**src/rtl/multislope_seq.sv**
```systemverilog
// rtl/multislope_seq.sv - multi-slope ADC conversion sequencer driving pwmgen
module multislope_seq #(
    parameter int PERIOD        = 259,
    parameter int RUNUP_PERIODS = 1000,
    parameter int ZERO_CYC      = 64,
    parameter int RUNDOWN_MAX   = 4095,
    parameter int CNT_W         = 16
) (
    input  logic             clk,
    input  logic             rst,
    input  logic             conv_req,
    input  logic             abort,
    input  logic             comp,
    input  logic             result_ack,
    output logic             pwm_start,
    output logic             pwm_enable,
    output logic             pwm_mode,
    output logic             integ_reset,
    output logic             rundown_pos,
    output logic             rundown_neg,
    output logic             busy,
    output logic             result_valid,
    output logic [CNT_W-1:0] rundown_count,
    output logic             rundown_sign,
    output logic             timeout
);

    localparam int PH_W = $clog2(PERIOD + 1);
    localparam int PC_W = (RUNUP_PERIODS > 1) ? $clog2(RUNUP_PERIODS) : 1;
    localparam int ZC_W = (ZERO_CYC > 1) ? $clog2(ZERO_CYC) : 1;

    typedef enum logic [2:0] {
        S_IDLE,
        S_ZERO,
        S_RUNUP,
        S_RUNDOWN,
        S_DONE
    } state_t;

    state_t            state;
    state_t            state_next;
    logic              comp_s1;
    logic              comp_s;
    logic [ZC_W-1:0]   zc;
    logic [PH_W-1:0]   ph;
    logic [PC_W-1:0]   pc;
    logic              zc_last;
    logic              ph_last;
    logic              pc_last;
    logic              crossing;
    logic              at_max;

    assign zc_last  = (zc == ZC_W'(ZERO_CYC - 1));
    assign ph_last  = (ph == PH_W'(PERIOD));
    assign pc_last  = (pc == PC_W'(RUNUP_PERIODS - 1));
    assign crossing = (comp_s != rundown_sign);
    assign at_max   = (rundown_count == CNT_W'(RUNDOWN_MAX));

    // two-flop synchronizer for the asynchronous comparator
    always_ff @(posedge clk or posedge rst) begin
        if (rst) begin
            comp_s1 <= 1'b0;
            comp_s  <= 1'b0;
        end else begin
            comp_s1 <= comp;
            comp_s  <= comp_s1;
        end
    end

    // state register
    always_ff @(posedge clk or posedge rst) begin
        if (rst) begin
            state <= S_IDLE;
        end else begin
            state <= state_next;
        end
    end

    // next-state and control outputs, decoded from the current state
    always_comb begin
        state_next   = state;
        integ_reset  = 1'b0;
        pwm_start    = 1'b0;
        pwm_enable   = 1'b0;
        rundown_pos  = 1'b0;
        rundown_neg  = 1'b0;
        busy         = 1'b1;
        result_valid = 1'b0;
        case (state)
            S_IDLE: begin
                integ_reset = 1'b1;
                busy        = 1'b0;
                if (conv_req) begin
                    state_next = S_ZERO;
                end
            end
            S_ZERO: begin
                integ_reset = 1'b1;
                pwm_start   = 1'b1;
                if (zc_last) begin
                    state_next = S_RUNUP;
                end
            end
            S_RUNUP: begin
                pwm_enable = 1'b1;
                if (ph_last && pc_last) begin
                    state_next = S_RUNDOWN;
                end
            end
            S_RUNDOWN: begin
                rundown_neg = rundown_sign;
                rundown_pos = !rundown_sign;
                if (crossing || at_max) begin
                    state_next = S_DONE;
                end
            end
            S_DONE: begin
                result_valid = 1'b1;
                if (result_ack) begin
                    state_next = S_IDLE;
                end
            end
            default: begin
                state_next = S_IDLE;
            end
        endcase
        if (abort) begin
            state_next = S_IDLE;
        end
    end

    // discharge counter and run-up phase/period counters, ph tracks pwmgen count
    always_ff @(posedge clk or posedge rst) begin
        if (rst) begin
            zc <= '0;
            ph <= '0;
            pc <= '0;
        end else if (state == S_ZERO) begin
            zc <= zc + 1'b1;
            ph <= '0;
            pc <= '0;
        end else if (state == S_RUNUP) begin
            zc <= '0;
            ph <= ph_last ? '0 : ph + 1'b1;
            if (ph_last) begin
                pc <= pc + 1'b1;
            end
        end else begin
            zc <= '0;
        end
    end

    // charge-balance mode: sampled one cycle before pwmgen wraps so it is stable at count==0
    always_ff @(posedge clk or posedge rst) begin
        if (rst) begin
            pwm_mode <= 1'b0;
        end else if (state == S_ZERO) begin
            pwm_mode <= 1'b0;
        end else if (state == S_RUNUP && ph == PH_W'(PERIOD - 1)) begin
            pwm_mode <= comp_s;
        end
    end

    // run-down residue: cleared in ZERO, sign latched entering RUNDOWN, frozen outside RUNDOWN
    always_ff @(posedge clk or posedge rst) begin
        if (rst) begin
            rundown_count <= '0;
            rundown_sign  <= 1'b0;
            timeout       <= 1'b0;
        end else if (state == S_ZERO) begin
            rundown_count <= '0;
            rundown_sign  <= 1'b0;
            timeout       <= 1'b0;
        end else if (state == S_RUNUP && state_next == S_RUNDOWN) begin
            rundown_sign <= comp_s;
        end else if (state == S_RUNDOWN) begin
            if (state_next == S_RUNDOWN) begin
                rundown_count <= rundown_count + 1'b1;
            end else if (state_next == S_DONE && !crossing) begin
                timeout <= 1'b1;
            end
        end
    end

endmodule

```
**config.mk**
```make
export PLATFORM = sky130hd
export DESIGN_NAME = multislope_seq
export DESIGN_NICKNAME = d
export VERILOG_FILES = /design/src/rtl/multislope_seq.sv
export SDC_FILE = /design/constraint.sdc
export NUM_CORES = 1
export LEC_CHECK = 0
export ABC_AREA = 0
export BUFFER_PORTS_ARGS = -buffer_cell sky130_fd_sc_hd__clkbuf_2
export CELL_PAD_IN_SITES_DETAIL_PLACEMENT = 1
export CELL_PAD_IN_SITES_GLOBAL_PLACEMENT = 1
export CORE_MARGIN = 3
export CORE_UTILIZATION = 45
export DETAILED_ROUTE_END_ITERATION = 8
export PLACE_DENSITY = 0.91
export SLEW_MARGIN = 20
export SYNTH_ARGS = -nofsm -noshare
export SYNTH_HDL_FRONTEND = slang
export SYNTH_SLANG_ARGS = --single-unit
```
**constraint.sdc**
```tcl
create_clock -name clk -period 3.25 [get_ports clk]
set_input_delay 0.65 -clock clk [delete_from_list [all_inputs] [get_ports clk]]
set_output_delay 0.65 -clock clk [all_outputs]
set_load 0.03 [all_outputs]
```
==> metrics.cfg, run 1 <==
[floorplan]
die_h_microns = 81.78
die_area_sq_um = 6687
fp-row-count = 26
area_inside_the_core_boundary_sq_um = 5335
initial_core_util_pct = 48.43
io-pin-count = 32
die-width_microns = 81.78

[clock_network]
cts_made_buffers = 5
tritoncts_num_sinks = 49
clk_transition_reported_paths_ns = 0.09
clock_latency_of_the_later_clocked_register_in_the_worst_skew_pair_ns = 0.31
buffer_levels_on_the_longest_clock_path = 2
h-tree-depth = 2
ctsRootBufferMaster = sky130_fd_sc_hd__clkbuf_8
tritoncts = done
cts_resized = 0
hold_buffers = 0
postCtsSetupBuffers = 0

[worst_setup_path]
timing.critical_path.fanout_max = 21
critical_path.endpoint_type = flop
worst_ep_required_time_ns = 3.48
worstPathArrival_ns = 2.91
path_class = reg2reg
cp-start-kind = flop

[global_route]
overflow = 0
antenna_found_initial = 0
grt.total_usage_pct = 21.38
vias_in_the_first_global_route = 2227
pin_count_of_the_biggest_net_entering_global_routing = 50
grt_first_pass_wirelength_mm = 10.82

[timing]
tns_ns = 0
setup_repair_after_global_routing_missed_its_margin = false
timing.max_slew.rel_slack_pct = 42.41
final.period_utilization_pct = 82.57
fmaxAchievable_mhz = 372.7
finalSetupViolations = 0
finalHoldViolCount = 0
drv_slew = 0
worst_pin_slew_ns = 0.8628
fin_skew_ns = 0.006534
min_period_ns = 2.683

[routing]
vias_per_cell = 5.669
num_vias = 2126
postRouteWirelength_mm = 6.370
ant_nets = 0
detailedRoute.firstPassIterationCount = 4
routedWlPerCell_microns = 16.99
drc_errors = 0
initialDrtViolationCount = 119

[flow_run]
drv.max_cap_violation_count = 0

[yosys]
synth_edf_count = 0
mappedNetlistArea_sq_um = 2584
postSynth.asyncResetShare_pct = 100.0
synth_seq_area_share_pct = 47.46
synthAdderAreaFrac_pct = 2.421
synth_area_leader_cell = sky130_fd_sc_hd__dfrtp_1
synth_top_flop_cell = sky130_fd_sc_hd__dfrtp_1
synthSimpleGateAreaFrac_pct = 28.23
synth_top_area_share_pct = 47.46
synth_top_family_by_area = simple AND/OR/NAND/NOR gates
synthTopCellsByArea = sky130_fd_sc_hd__dfrtp_1 47%, sky130_fd_sc_hd__nor2_1 5.7%, sky130_fd_sc_hd__xor2_1 4.7%, sky130_fd_sc_hd__xnor2_1 3.4%, sky130_fd_sc_hd__o21ai_0 3.3%
syn_nets = 284
gate_count_post_synth = 273
ys_seq_elements = 49
yosys-mux-area-fraction_pct = 0.3874
ys_types = 43
synth_compound_area_share_pct = 10.31
ys.warnings.count = 0
yosys.area_share.xor_xnor_pct = 8.136
synthesis.area_per_instance_sq_um = 9.464

[place]
gp_routability_congestion = 0.7520
io_buffer_count = 31
post_dp_cell_area_sq_um = 2786
numPlacedInstances = 367
post-dp-hpwl_mm = 4.646

[final_layout]
design.final.nets = 315
drive_above_1_share_pct = 16.39
stdcell_count = 375
syn2layout_area_growth_pct = 11.09
postLayoutCellArea_sq_um = 2870
insertedDiodeCount = 0

[run_status]
status = complete, no violations

[hold_path]
worstHoldPathType = reg2reg

[pwr]
vdd_drop_max_v = 0.0002880
report.power.total_mw = 1.033
power.leakage_nw = 1.343
p_per_area_nw_per_um2 = 360.0

## worst max-delay path, cell delays in order (launching register included)
cell and delay [ns]:
sky130_fd_sc_hd__dfrtp_1 0.43, sky130_fd_sc_hd__ha_1 0.21, sky130_fd_sc_hd__nand4_1 0.14, sky130_fd_sc_hd__nor3_1 0.44
sky130_fd_sc_hd__a211oi_2 0.30, sky130_fd_sc_hd__o21ai_2 0.66, sky130_fd_sc_hd__o21ai_0 0.24, sky130_fd_sc_hd__a21oi_1 0.18
## sequential cells by signal, indices dropped and copies added, names as in the netlist
register and flops:
rundown_sign 1, comp_s 1, pwm_mode 1, ph 9, comp_s1 1, rundown_count 16, zc 6, pc 10
state 3, timeout 1
## layout by cell type, fill, tap and decap left out, types with 5 or more instances in the layout
master                     count
sky130_fd_sc_hd__dfrtp_1      49
sky130_fd_sc_hd__nor2_1       39
sky130_fd_sc_hd__clkbuf_2     31
sky130_fd_sc_hd__nand2_1      21
sky130_fd_sc_hd__o21ai_0      17
sky130_fd_sc_hd__nand3_1      15
sky130_fd_sc_hd__xor2_1       14
sky130_fd_sc_hd__and3_1       13
sky130_fd_sc_hd__xnor2_1      10
sky130_fd_sc_hd__nand4_1      10
sky130_fd_sc_hd__a21oi_1       9
sky130_fd_sc_hd__or3_1         8
sky130_fd_sc_hd__inv_1         6
sky130_fd_sc_hd__o31ai_1       5
sky130_fd_sc_hd__nor3_1        5
sky130_fd_sc_hd__ha_1          5
sky130_fd_sc_hd__clkbuf_8      5
## kinds of logic (layout without fill, tap and decap cells)
group	Yosys count	in the layout
flops	49	49
fa+ha+maj	5	5
compound gates	43	43
buf+inv	16	48
simple gates	135	135
xor+xnor	24	24
mux	1	1
## layer usage
metal	GRT usage (%)	vias up	share of wire, %
met5	0	-	0
met2	34.25	40	48
met3	4.276	7	3.8
met4	8.472	0	1.6
met1	28.38	1058	47
li1	-	1021	-
## area by class of cell
cell class                      instances  area (sq um)
Clock inverter                          2         10.01
Fill cell                             647          2465
Tap cell                               70         87.58
Clock buffer                            6         72.57
Timing Repair Buffer                   32         162.7
Inverter                                8         32.53
Multi-Input combinational cell        208          1279
Sequential cell                        49          1226
## power breakdown
group	total (mW)	internal (mW)	switching (mW)
combinational	0.0600	0.0130	0.0470
sequential	0.618	0.613	0.00425
clock	0.356	0.150	0.206
total	1.03	0.776	0.257
## path summary, 6_finish.rpt
path | endpoint | slack [ns] | from | cells past startpoint
max reg2reg | rundown_count[12] | 0.57 | rundown_count[0] | 7
min | comp_s | 0.37 | comp_s1 | 0
max | rundown_count[12] | 0.57 | rundown_count[0] | 7
min in group asynchronous | comp_s1 | 0.47 | rst | 2
min reg2reg | comp_s | 0.37 | comp_s1 | 0
max in group asynchronous | rundown_count[13] | 2.27 | rst | 2
## cells in the mapped netlist (2+ instances only)
master and number:
sky130_fd_sc_hd__nor3_1 5, sky130_fd_sc_hd__or2b_1 2, sky130_fd_sc_hd__or2_2 2, sky130_fd_sc_hd__buf_6 2
sky130_fd_sc_hd__dfrtp_1 49, sky130_fd_sc_hd__buf_2 2, sky130_fd_sc_hd__nand2b_1 2, sky130_fd_sc_hd__nand2_1 21
sky130_fd_sc_hd__buf_1 3, sky130_fd_sc_hd__nand2_2 2, sky130_fd_sc_hd__nor2_1 39, sky130_fd_sc_hd__o41ai_1 2
sky130_fd_sc_hd__nor3b_1 3, sky130_fd_sc_hd__inv_1 7, sky130_fd_sc_hd__o21ai_0 17, sky130_fd_sc_hd__a21oi_1 9
sky130_fd_sc_hd__o211ai_1 4, sky130_fd_sc_hd__o31ai_1 5, sky130_fd_sc_hd__xnor2_1 10, sky130_fd_sc_hd__nand3_1 15
sky130_fd_sc_hd__or3_1 8, sky130_fd_sc_hd__a211oi_1 2, sky130_fd_sc_hd__nand4_1 10, sky130_fd_sc_hd__xor2_1 14
sky130_fd_sc_hd__nor4_1 2, sky130_fd_sc_hd__and3_1 13, sky130_fd_sc_hd__and2_1 3, sky130_fd_sc_hd__ha_1 5
## stage by stage
step,util [%],hold slack (ns),setup slack (ns)
floorplan,-,0.3312,0.7921
global placement,52.23,0.3375,0.7000
detailed placement,52.23,0.3471,0.5902
CTS,53.78,0.3679,0.5394
global route,53.80,0.3867,0.3153
finish,53.80,0.3651,0.5665
Power figures use the tool's default switching activity.
==> run 2: changes to the inputs <==
--- a/config.mk
+++ b/config.mk
@@ -5,14 +5,14 @@
 export SDC_FILE = /design/constraint.sdc
 export NUM_CORES = 1
 export LEC_CHECK = 0
-export ABC_AREA = 0
+export ABC_AREA = 1
 export BUFFER_PORTS_ARGS = -buffer_cell sky130_fd_sc_hd__clkbuf_2
 export CELL_PAD_IN_SITES_DETAIL_PLACEMENT = 1
 export CELL_PAD_IN_SITES_GLOBAL_PLACEMENT = 1
 export CORE_MARGIN = 3
-export CORE_UTILIZATION = 45
+export CORE_UTILIZATION = 39
 export DETAILED_ROUTE_END_ITERATION = 8
-export PLACE_DENSITY = 0.91
+export PLACE_DENSITY = 0.87
 export SLEW_MARGIN = 20
 export SYNTH_ARGS = -nofsm -noshare
 export SYNTH_HDL_FRONTEND = slang
==> constraint.sdc (replaced) <==
create_clock -name clk -period 2.35 [get_ports clk]
set_input_delay 0.47 -clock clk [delete_from_list [all_inputs] [get_ports clk]]
set_output_delay 0.47 -clock clk [all_outputs]
set_load 0.03 [all_outputs]
==> run 2 against run 1 <==
Final area grew 13%. Non-clock buffer count rose by 6. Flip-flop and latch count is the same. Count of clock-buffer cells in the layout up 2. Critical path depth shrank 2. Largest power group unchanged. Worst hold slack worse by 0.23 ns. Combinational power grew to 2.9 times the previous value.
==> metrics.cfg, run 2 <==
[yosys]
postSynth.asyncResetShare_pct = 100.0  ; unchanged
syn_nets = 395  ; +39%
synthTopCellsByArea = sky130_fd_sc_hd__dfrtp_1 43%, sky130_fd_sc_hd__nand2_1 12%, sky130_fd_sc_hd__nor2_1 7.7%, sky130_fd_sc_hd__nand3_1 6.3%, sky130_fd_sc_hd__inv_1 5.1%
synthSimpleGateAreaFrac_pct = 35.52  ; +7.3 points
synth_top_area_share_pct = 42.61  ; -4.8 points
yosys.area_share.xor_xnor_pct = 5.783  ; -2.4 points
gate_count_post_synth = 384  ; +41%
synth_compound_area_share_pct = 6.087  ; -4.2 points
synthesis.area_per_instance_sq_um = 7.494  ; -21%
ys_seq_elements = 49  ; unchanged
synth_edf_count = 0  ; unchanged
synth_top_family_by_area = simple AND/OR/NAND/NOR gates
synth_top_flop_cell = sky130_fd_sc_hd__dfrtp_1
yosys.cell_count.top_type = sky130_fd_sc_hd__nand2_1
ys.warnings.count = 0  ; unchanged
mappedNetlistArea_sq_um = 2878  ; +11%
synthAdderAreaFrac_pct = 2.174  ; -0.25 points
synth_commonest_cells = 89 x sky130_fd_sc_hd__nand2_1, 59 x sky130_fd_sc_hd__nor2_1, 49 x sky130_fd_sc_hd__dfrtp_1
synth_area_leader_cell = sky130_fd_sc_hd__dfrtp_1
yosys-mux-area-fraction_pct = 0  ; -0.39 points
synth_seq_area_share_pct = 42.61  ; -4.8 points
ys_types = 33  ; -23%

[timing]
final_critical_path_setup_slack_ns = 0.2030  ; -0.3635 ns
fin_skew_ns = 0.007844  ; +0.001311 ns
min_period_ns = 2.147
setup_repair_after_global_routing_missed_its_margin = false
fmaxAchievable_mhz = 465.8
tns_ns = 0  ; unchanged
timing.max_slew.rel_slack_pct = 69.31  ; +27 points
finalHoldViolCount = 0  ; unchanged
finalSetupViolations = 0  ; unchanged
hold-worst-slack_ns = 0.1391  ; -0.2261 ns
drv_slew = 0  ; unchanged
worst_pin_slew_ns = 0.4569  ; -0.4059 ns
final.period_utilization_pct = 91.36

[worst_setup_path]
critical_path.endpoint_type = primary output
r2r_cells = 11  ; +4
regToRegEndpoint = rundown_count[12]
worstPathArrival_ns = 1.68  ; -1.23 ns
critPathSlowestCell = sky130_fd_sc_hd__dfrtp_1
timing.critical_path.fanout_max = 12  ; -43%
path_class = reg2out
worst_r2r_startpoint = rundown_count[0]
critical_path.endpoint = pwm_start
cp-start-kind = flop
worst_ep_required_time_ns = 1.88  ; -1.60 ns
worst_setup_path_startpoint = state[2]
critical_path.max_stage_delay_ns = 0.41  ; -0.25 ns
crit_path_cell_trace = nor2_2 -> nand2_1 -> inv_2 -> buf_4 -> clkbuf_2
reg_to_reg_slack_setup_ns = 0.23  ; -0.34 ns

[place]
placement.setup.worst_slack_ns = 0.1796  ; -0.4106 ns
io_buffer_count = 31  ; unchanged
post-dp-hpwl_mm = 5.877  ; +27%
gp_routability_congestion = 0.8437  ; +12%

[final_layout]
syn2layout_area_growth_pct = 12.57
largest_register_ffs = 16  ; unchanged
design.final.nets = 430  ; +37%
drive_above_1_share_pct = 14.29  ; -2.1 points
highest_count_cells_in_the_layout_ignoring_fill_and_taps = 89 x sky130_fd_sc_hd__nand2_1, 58 x sky130_fd_sc_hd__nor2_1, 48 x sky130_fd_sc_hd__dfrtp_1, 38 x sky130_fd_sc_hd__inv_1, 36 x sky130_fd_sc_hd__nand3_1
final_core_util_pct = 46.40  ; -7.4 points
layout_commonest_cell = sky130_fd_sc_hd__nand2_1
top_register = rundown_count
reg_top3 = rundown_count: 16 flops, pc: 10 flops, ph: 9 flops
insertedDiodeCount = 0  ; unchanged

[floorplan]
area_inside_the_core_boundary_sq_um = 6982  ; +31%
fp-row-count = 30  ; +15%
die_h_microns = 91.90  ; +12%
die-width_microns = 91.90  ; +12%
initial_core_util_pct = 41.22  ; -7.2 points
die_area_sq_um = 8446  ; +26%
io-pin-count = 32  ; unchanged

[clock_network]
postCtsSetupBuffers = 0  ; unchanged
clk_transition_reported_paths_ns = 0.09  ; about the same
cts_made_buffers = 5  ; unchanged
buffer_levels_on_the_longest_clock_path = 2  ; unchanged
cts_resized = 0  ; unchanged
clock_latency_of_the_later_clocked_register_in_the_worst_skew_pair_ns = 0.30  ; about the same
h-tree-depth = 2  ; unchanged
tritoncts = done
tritoncts_num_sinks = 49  ; unchanged
ctsRootBufferMaster = sky130_fd_sc_hd__clkbuf_8
hold_buffers = 0  ; unchanged

[routing]
num_vias = 2661  ; +25%
ant_nets = 0  ; unchanged
initialDrtViolationCount = 142  ; +19%
routedWlPerCell_microns = 15.00  ; -12%
vias_per_cell = 5.157  ; -9.0%
drc_errors = 0  ; unchanged
detailedRoute.firstPassIterationCount = 4  ; unchanged
postRouteWirelength_mm = 7.740  ; +22%

[global_route]
pin_count_of_the_biggest_net_entering_global_routing = 22  ; -56%
grt_first_pass_wirelength_mm = 13.39  ; +24%
use_met1_pct = 25.85  ; -2.5 points
antenna_found_initial = 0  ; unchanged
grt-busiest-layer = met2
globalRouteMet3Util_pct = 2.215  ; -2.1 points
grt.total_usage_pct = 19.37  ; -2.0 points
grt.met2_usage_pct = 33.64  ; -0.61 points
overflow = 0  ; unchanged
vias_in_the_first_global_route = 2840  ; +28%

[pwr]
p_per_area_nw_per_um2 = 481.5  ; +34%
power.leakage_nw = 1.606  ; +20%
vdd_drop_max_v = 0.0003194  ; +11%

[flow_run]
drv.max_cap_violation_count = 0  ; unchanged

[run_status]
status = complete, no violations

[hold_path]
worstHoldPathType = in2async

run 2: where the power goes:
| part | leakage, nW | internal, mW | switching, mW |
|---|---|---|---|
| registers | 0.674 | 0.864 | 0.0194 |
| logic | 0.893 | 0.0474 | 0.128 |
| clock network | 0.0395 | 0.213 | 0.288 |
run 2: how the worst min path moves through the flow:
stage,endpoint,cells past startpoint
final,rundown_count[1],2
after global routing,rundown_count[0],2
after CTS,rundown_count[0],2
after detailed placement,comp_s,0
after global placement,comp_s,0
after floorplan,comp_s,0
run 2: cell type report:
type / instances / area (sq um)
Clock buffer: 8 / 80.08
Fill cell: 915 / 3742
Inverter: 43 / 161.4
Multi-Input combinational cell: 282 / 1443
Tap cell: 96 / 120.1
Sequential cell: 49 / 1227
Timing Repair Buffer: 38 / 207.7
run 2: through the flow:
stage          std cells  cell area (sq um)  power (mW)
5_1_grt              516               3239       1.622
3_5_place_dp         508               3142       1.075
2_1_floorplan        384               2878       1.019
4_1_cts              516               3222       1.563
3_3_place_gp         508               3142       1.068
6_report             516               3239       1.560
run 2: cell families (layout without fill, tap and decap cells):
logic type,after synthesis,count (layout)
simple gates,228,228
fa+ha+maj,5,5
compound gates,30,30
flops,49,49
xor+xnor,19,19
buf+inv,53,89
run 2: critical path, delay by kind of cell (launching register included):
kind	cells	cell delay [ns]
buf+inv	3	0.60
flops	1	0.41
simple gates	2	0.36
run 2: per-layer routing:
layer | up-vias | wire, microns
met5 | - | 0
met4 | 0 | 77
met3 | 6 | 173
met2 | 39 | 3793
met1 | 1311 | 3695
li1 | 1305 | -
